[src/rtl/trigger_daq_ctrl.sv]
// Trigger-to-DAQ sequencer: validates received trigger packets, starts the DAQ,
// emits a two-word event header and re-arms the receiver via busy_clear.
//
// state      | meaning
// S_IDLE     | armed, waiting for trigger
// S_WAIT_END | packet in flight, waiting for end_flag (watchdog running)
// S_DAQ      | DAQ started, waiting for daq_done (watchdog running)
// S_HDR0     | header word 0 {id, type, status, 8'hEB} offered
// S_HDR1     | header word 1 (serial) offered
// S_RELEASE  | busy_clear high to re-arm the receiver
module trigger_daq_ctrl #(
    parameter int END_TIMEOUT    = 4096,
    parameter int DAQ_TIMEOUT    = 1000000,
    parameter int TO_W           = 24,
    parameter int BUSY_CLEAR_LEN = 4
) (
    input  logic        clk,
    input  logic        reset,
    input  logic [7:0]  my_id,
    input  logic        trigger,
    input  logic        end_flag,
    input  logic        crc_status,
    input  logic [7:0]  sub_system_id,
    input  logic [7:0]  trigger_type,
    input  logic [31:0] trigger_serial,
    output logic        busy_clear,
    output logic        daq_start,
    input  logic        daq_done,
    output logic        hdr_valid,
    input  logic        hdr_ready,
    output logic [31:0] hdr_data,
    output logic [31:0] evt_cnt,
    output logic [15:0] crc_err_cnt,
    output logic [15:0] gap_cnt,
    output logic [15:0] timeout_cnt
);

    localparam int RC_W = $clog2(BUSY_CLEAR_LEN);
    localparam logic [TO_W-1:0] END_TC   = TO_W'(END_TIMEOUT - 1);
    localparam logic [TO_W-1:0] DAQ_TC   = TO_W'(DAQ_TIMEOUT - 1);
    localparam logic [RC_W-1:0] REL_LOAD = RC_W'(BUSY_CLEAR_LEN - 1);

    typedef enum logic [2:0] {
        S_IDLE,
        S_WAIT_END,
        S_DAQ,
        S_HDR0,
        S_HDR1,
        S_RELEASE
    } state_t;

    state_t state, state_nxt;

    logic [TO_W-1:0] wd;
    logic [RC_W-1:0] rel_cnt;
    logic [7:0]      lat_id;
    logic [7:0]      lat_type;
    logic [31:0]     lat_serial;
    logic [31:0]     prev_serial;
    logic            have_prev;
    logic            flag_gap;
    logic            flag_daq_to;
    logic            flag_bcast;

    logic            id_match;
    logic            serial_gap;
    logic            pkt_accept;
    logic            pkt_crc_bad;
    logic            end_to_hit;
    logic            daq_to_hit;
    logic [7:0]      hdr_status;

    assign id_match   = (sub_system_id == my_id) || (sub_system_id == 8'hFF);
    assign serial_gap = have_prev && (trigger_serial != (prev_serial + 32'd1));
    assign hdr_status = {4'b0000, flag_bcast, flag_gap, flag_daq_to, 1'b1};

    always_comb begin
        state_nxt   = state;
        pkt_accept  = 1'b0;
        pkt_crc_bad = 1'b0;
        end_to_hit  = 1'b0;
        daq_to_hit  = 1'b0;
        hdr_valid   = 1'b0;
        hdr_data    = 32'd0;
        busy_clear  = 1'b0;
        case (state)
            S_IDLE: begin
                if (trigger) state_nxt = S_WAIT_END;
            end
            S_WAIT_END: begin
                // end_flag takes priority over a coincident watchdog expiry
                if (end_flag) begin
                    if (!crc_status) begin
                        pkt_crc_bad = 1'b1;
                        state_nxt   = S_RELEASE;
                    end else if (id_match) begin
                        pkt_accept = 1'b1;
                        state_nxt  = S_DAQ;
                    end else begin
                        state_nxt = S_RELEASE;
                    end
                end else if (wd == END_TC) begin
                    end_to_hit = 1'b1;
                    state_nxt  = S_RELEASE;
                end
            end
            S_DAQ: begin
                if (daq_done) begin
                    state_nxt = S_HDR0;
                end else if (wd == DAQ_TC) begin
                    daq_to_hit = 1'b1;
                    state_nxt  = S_HDR0;
                end
            end
            S_HDR0: begin
                hdr_valid = 1'b1;
                hdr_data  = {lat_id, lat_type, hdr_status, 8'hEB};
                if (hdr_ready) state_nxt = S_HDR1;
            end
            S_HDR1: begin
                hdr_valid = 1'b1;
                hdr_data  = lat_serial;
                if (hdr_ready) state_nxt = S_RELEASE;
            end
            S_RELEASE: begin
                busy_clear = 1'b1;
                if (rel_cnt == '0) state_nxt = S_IDLE;
            end
            default: state_nxt = S_IDLE;
        endcase
    end

    always_ff @(posedge clk) begin
        if (reset) begin
            state       <= S_IDLE;
            wd          <= '0;
            rel_cnt     <= '0;
            lat_id      <= 8'd0;
            lat_type    <= 8'd0;
            lat_serial  <= 32'd0;
            prev_serial <= 32'd0;
            have_prev   <= 1'b0;
            flag_gap    <= 1'b0;
            flag_daq_to <= 1'b0;
            flag_bcast  <= 1'b0;
            daq_start   <= 1'b0;
            evt_cnt     <= 32'd0;
            crc_err_cnt <= 16'd0;
            gap_cnt     <= 16'd0;
            timeout_cnt <= 16'd0;
        end else begin
            state     <= state_nxt;
            daq_start <= pkt_accept;

            // watchdog restarts on every state change and runs only while waiting
            if (state_nxt != state) begin
                wd <= '0;
            end else if (state == S_WAIT_END || state == S_DAQ) begin
                wd <= wd + TO_W'(1);
            end

            if (state_nxt == S_RELEASE && state != S_RELEASE) begin
                rel_cnt <= REL_LOAD;
            end else if (state == S_RELEASE && rel_cnt != '0) begin
                rel_cnt <= rel_cnt - RC_W'(1);
            end

            if (state == S_WAIT_END && end_flag) begin
                lat_id     <= sub_system_id;
                lat_type   <= trigger_type;
                lat_serial <= trigger_serial;
            end

            if (pkt_accept) begin
                evt_cnt     <= evt_cnt + 32'd1;
                flag_bcast  <= (sub_system_id == 8'hFF);
                prev_serial <= trigger_serial;
                have_prev   <= 1'b1;
                if (serial_gap) begin
                    flag_gap <= 1'b1;
                    if (gap_cnt != 16'hFFFF) gap_cnt <= gap_cnt + 16'd1;
                end
            end

            if (pkt_crc_bad && crc_err_cnt != 16'hFFFF) begin
                crc_err_cnt <= crc_err_cnt + 16'd1;
            end

            if ((end_to_hit || daq_to_hit) && timeout_cnt != 16'hFFFF) begin
                timeout_cnt <= timeout_cnt + 16'd1;
            end

            if (daq_to_hit) flag_daq_to <= 1'b1;

            if (state_nxt == S_IDLE && state != S_IDLE) begin
                flag_gap    <= 1'b0;
                flag_daq_to <= 1'b0;
                flag_bcast  <= 1'b0;
            end
        end
    end

endmodule

[config.mk]
export PLATFORM = sky130hd
export DESIGN_NAME = trigger_daq_ctrl
export DESIGN_NICKNAME = d
export VERILOG_FILES = /design/src/rtl/trigger_daq_ctrl.sv
export SDC_FILE = /design/constraint.sdc
export NUM_CORES = 1
export LEC_CHECK = 0
export CAP_MARGIN = 5
export CORE_ASPECT_RATIO = 1.4
export CORE_MARGIN = 2
export CORE_UTILIZATION = 59
export CTS_BUF_LIST = sky130_fd_sc_hd__clkbuf_4 sky130_fd_sc_hd__clkbuf_8
export CTS_CLUSTER_DIAMETER = 120
export CTS_CLUSTER_SIZE = 25
export DETAILED_ROUTE_END_ITERATION = 8
export PLACE_DENSITY = 0.89
export SLEW_MARGIN = 20
export SYNTH_ARGS = -nofsm -noshare
export SYNTH_HDL_FRONTEND = slang
export SYNTH_SLANG_ARGS = --single-unit
[constraint.sdc]
create_clock -name clk -period 8.1 [get_ports clk]
set_input_delay 1.62 -clock clk [delete_from_list [all_inputs] [get_ports clk]]
set_output_delay 1.62 -clock clk [all_outputs]
set_load 0.05 [all_outputs]
# ---- Yosys cells after proc, flatten, opt, wreduce, memory -nomap -nowiden
# Cells that the tools add are included.
# W data, S select, Z words.
dict set report word_totals {
  ff_bits 194
  latch_bits 0
  mem_bits_rw 0
  mem_bits_ro 0
  input_bits 63
  out_inout_bits 115
  elab_cells 89
  memories 0
}
dict set report classes {
  addsub 7
  n_mul 0
  div_mod_pow 0
  order_cmp 0
  n_eq_ne 16
  shifts 0
  mux 29
  bitwise 0
  reduce_logical 21
}
# op count
set ops {}
lappend ops {{$add A32 B1 Y32 const B} 2}
lappend ops {{$pmux W32 S2} 1}
lappend ops {{$add A16 B1 Y16 const B} 3}
lappend ops {{$ne A16 B16 Y1 const B} 3}
lappend ops {{$ne A32 B32 Y1} 1}
lappend ops {{$mux W3} 10}
lappend ops {{$add A24 B1 Y24 const B} 1}
lappend ops {{$eq A24 B12 Y1 const B} 1}
lappend ops {{$eq A24 B20 Y1 const B} 1}
lappend ops {{$pmux W3 S6} 1}
lappend ops {{$mux W1} 15}
lappend ops {{$eq A3 B3 Y1 const B} 3}
lappend ops {{$eq A8 B8 Y1} 1}
lappend ops {{$eq A8 B8 Y1 const B} 1}
lappend ops {{$logic_and A1 B1 Y1} 7}
lappend ops {{$eq A3 B2 Y1 const B} 2}
lappend ops {{$logic_not A3 Y1} 2}
lappend ops {{$reduce_or A2 Y1} 3}
lappend ops {{$mux W2} 2}
lappend ops {{$reduce_bool A2 Y1} 2}
lappend ops {{$eq A3 B1 Y1 const B} 1}
lappend ops {{$logic_or A1 B1 Y1} 3}
lappend ops {{$ne A3 B3 Y1} 1}
lappend ops {{$ne A3 B3 Y1 const B} 1}
lappend ops {{5 further kinds} 5}

# ---- Longest topological paths before layout
dict set report logic_depth {
  depth_word 9
  ltp_mapped 11
  depth_no_buf 10
}

# ---- Worst setup path before layout
# OpenSTA, ideal clock, no wires.
dict set report synth_timing {
  kind {input port to flip-flop}
  start {in trigger_serial[29]}
  end {reg gap_cnt[10]}
  setup_ns 0.121
  arrival_ns 3.732
  required_ns 7.979
  path_slack_ns 4.246
  cell_stages 10
  n_path_buf 1
  cell_sequence {xor2_1 -> or3_1 -> a31oi_1 -> a31o_2 -> nand4_1 -> or4_4 -> o21a_1 -> buf_6 -> and3_4 -> mux2_4}
}
dict set report synth_via {
  elab_chain_len 3
}
# element line_no
set synth_rtl {}
lappend synth_rtl {{start: declaration} 25} ;# input logic [31:0] trigger_serial,
lappend synth_rtl {{$ne A32 B32 Y1} 74} ;# assign serial_gap = have_prev && (trigger_serial != (prev_serial + 32'd1));
lappend synth_rtl {{$logic_and A1 B1 Y1} 74}
lappend synth_rtl {{$reduce_and A3 Y1 (no line)} --}
lappend synth_rtl {{end signal: assignment} 181} ;# if (gap_cnt != 16'hFFFF) gap_cnt <= gap_cnt + 16'd1;
lappend synth_rtl {{end: declaration} 34} ;# output logic [15:0] gap_cnt,
# Every way passes these cells.
# A chain may end at the register's enable or synchronous reset.

# ---- Worst setup path in the final report
dict set report layout_timing {
  start {reg state[0]}
  end {out hdr_data[11]}
}
dict set report layout_via {
  elab_chain_len 2
  elab_cells_between_ends 3
  cone_classes {2 x eq/ne; 1 x mux}
}
# element line_no
set layout_rtl {}
lappend layout_rtl {{start: declaration} 52} ;# state_t state, state_nxt;
lappend layout_rtl {{start signal: assignment} 152} ;# state <= state_nxt;
lappend layout_rtl {{$eq A3 B3 Y1 / $eq A3 B2 Y1 (equally long branches)} 86} ;# case (state)
lappend layout_rtl {{$pmux W32 S2 *} 86}
lappend layout_rtl {{end: declaration} 31} ;# output logic [31:0] hdr_data,
# Mark *: on every way between the ends. The rest lies on a longest branch, timed or not.

==> metrics <==
status finished clean; CP arrival 2.74 ns; crit end category primary output; unrepaired setup endpoints after global routing false; Placement Cell Area 11,530 um^2; Initial Utilization 0.6009; core outline area 16,100 um^2; sequential power share 0.554; internal power approximately 1.3 mW; worst min-delay path class flop to flop; total CTS buffers 17; Final Hold Viols 0; Cells after Synth between 1,000 and 1,500; HPWL Detailed around 18 mm; Setup Fix Bufs, Post-CTS 0; Net Sw Frac 0.2781; via count 9,075; die area 17,450 um^2; Routed WL 25.26 mm; CP cell instances inv_1, nor2_2, buf_4, a22o_1, clkdlybuf4s50_1; antenna cells 0; crit path launch type flop; r2r setup slk 4.61 ns; CTS tree built; Final setup viols 0; Seq/Total Area, Yosys 0.4014; TritonRoute pass-1 iters 5; vias in the first global route 8,722; Setup CP Type flop to primary output; asr flop ratio synth 0; CP max FO 28; clock sink total 194; Final nets 1,422; Primary FF master, synth dfxtp_1; WL/cell roughly 16 um; row count 55; period utilization 0.5385; Leak 4.153 nW; CTS Buffer Depth 2; clock power share 0.355; clk_skew ~0.016 ns; DRC 0; Antenna Nets Post-Route 0; share of cells above drive strength 1 0.05788; initial antenna violation count 0; Vias/cell 5.802; Final Core Density 0.7413; Logic pwr share 0.090; synth warn 0; min Tclk post-route between 4 and 5 ns; first-pass GRT wire length 41.87 mm; switching power 0.4912 mW; fin area 11,940 um^2; critical path data required time around 6.5 ns; maximum VDD drop between 100 and 150 uV; worst slack, placed 3.300 ns; post-CTS sizing 0; critical path's slowest cell clkdlybuf4s50_1; Skew-Pair Late Insertion Delay 0.47 ns; GRT Total Usage 0.2886; CTS Hold Bufs 0; root buffer cell clkbuf_8; DR iter-0 viols roughly 690; maximum clock frequency around 0.23 GHz; Overflow after GRT 0; Avg Inst Size Synth about 8.0 um^2; Die W 112.2 um; syn_nets 1,276; slowest stage delay, CP 0.83 ns; Post-synth EDFFs 0; Max-Cap Viols 0; I/O pin count 178; Least-Margin Pin Slew 0.9497 ns; synthesized cell area 9676 um^2; final hold slack roughly 0.46 ns; Port Buffers about 180; number of synthesized register bits slightly below 200; fin. max-slew vios 0; worst setup margin 3.738 ns; final RePlAce weighted congestion 0.8952; Die Y 155.5 um; setup TNS 0 ns; PwrDens 148.0 nW/um^2; Yosys cell types 70; Slew HR 0.3669; largest net degree at the start of global routing between 90 and 100; H-tree depth 4; Area Overhead vs Synth 23.37%; Clock Pin Slew Worst Setup and Hold Paths 0.10 ns
==> worst paths after layout <==
kind                  start        endpoint  depth (start not counted)
max                state[0]    hdr_data[11]                          5
min          lat_serial[17]  lat_serial[17]                          2
max reg2reg  prev_serial[0]     gap_cnt[10]                         10
min reg2reg  lat_serial[17]  lat_serial[17]                          2
==> worst max-delay path: cells and delay by family (launching register included) <==
| family | cells | cell delay (ns) |
|---|---|---|
| AOI/OAI and AO/OA | 1 | 0.23 |
| buffers and inverters | 3 | 1.33 |
| DFF | 1 | 0.58 |
| and+or+nand+nor | 1 | 0.13 |
==> logic make-up (layout without fill, tap and decap cells) <==
family,after synthesis,after routing,share of synthesized area
AOI/OAI and AO/OA,197,197,0.1282
xor gates and xnor gates,125,125,0.1132
adders and majority gates,7,7,0.009052
buffers and inverters,70,229,0.02871
DFF,194,194,0.4014
muxes,20,20,0.02211
and+or+nand+nor,593,593,0.2974
==> Yosys cell counts, types with 3 or more instances <==
cell type | number | area share
mux2_2 | 6 | 0.0070
mux2i_1 | 12 | 0.012
and3_1 | 27 | 0.017
nor2_1 | 140 | 0.054
a211oi_1 | 5 | 0.0039
nand2_1 | 237 | 0.092
inv_1 | 14 | 0.0054
ha_1 | 7 | 0.0091
buf_2 | 6 | 0.0031
dfxtp_1 | 194 | 0.40
o31ai_1 | 5 | 0.0039
o2111ai_1 | 3 | 0.0027
clkbuf_1 | 47 | 0.018
nand2b_1 | 5 | 0.0032
o21ai_0 | 17 | 0.0088
or3_1 | 15 | 0.0097
nand4_1 | 34 | 0.022
nor4_4 | 4 | 0.0088
nand3_1 | 39 | 0.020
a22o_1 | 19 | 0.017
o211ai_1 | 3 | 0.0023
and3b_1 | 3 | 0.0027
o21a_1 | 4 | 0.0031
or4_1 | 6 | 0.0047
a31oi_1 | 4 | 0.0026
nor4_1 | 7 | 0.0045
a21o_1 | 12 | 0.0093
nor2b_1 | 6 | 0.0039
nand3b_1 | 4 | 0.0031
xor2_1 | 79 | 0.072
a21oi_1 | 103 | 0.053
or4_4 | 3 | 0.0035
nor3_1 | 25 | 0.013
and4_1 | 9 | 0.0081
and2_1 | 14 | 0.0091
xnor2_1 | 46 | 0.042
==> metal layers <==
metal,vias to the layer above,track usage,routed length (um)
li1,4446,-,-
met1,4272,0.3462,10620
met2,288,0.5020,12390
met3,69,0.04908,1285
met4,0,0.1365,969
met5,-,0,0
==> sequential cells by signal (all words and copies together) (netlist names), 2 cells and up <==
signal	count
crc_err_cnt	16
evt_cnt	32
gap_cnt	16
lat_id	8
lat_serial	32
lat_type	8
prev_serial	32
rel_cnt	2
state	3
timeout_cnt	16
wd	24
==> per-stage QoR <==
step | power, mW | std cells
floorplan | 1.092 | 1206
global placement | 1.156 | 1532
detailed placement | 1.159 | 1532
CTS | 1.776 | 1564
global route | 1.836 | 1564
finish | 1.767 | 1564
==> cell type report <==
class,instances,area [um^2]
inverter,14,52.55
fill,1220,4167
multi-input combinational,942,5534
timing repair buffer,183,1814
clock inverter,14,155.1
tap,199,249.0
clock buffer,18,247.7
sequential,194,3884
==> placed cells by master, fill, tap and decap left out, types with 17 or more instances in the layout <==
cell type,Yosys,layout
nor2_1,140,138
clkbuf_8,0,18
xnor2_1,46,46
nor3_1,25,24
dfxtp_1,194,194
xor2_1,79,79
o21ai_0,17,17
clkdlybuf4s50_1,0,176
nand4_1,34,34
a21oi_1,103,103
and3_1,27,27
nand3_1,39,39
nand2_1,237,236
a22o_1,19,19
==> power by group through the flow <==
stage                     clock network, mW  registers (mW)  logic (mW)
after floorplan                           0           0.997      0.0947
after global placement                    0            1.00       0.155
after detailed placement                  0            1.00       0.158
after CTS                             0.638           0.979       0.159
after global routing                  0.679           0.982       0.174
final                                 0.627           0.979       0.160
Power figures use the tool's default switching activity.
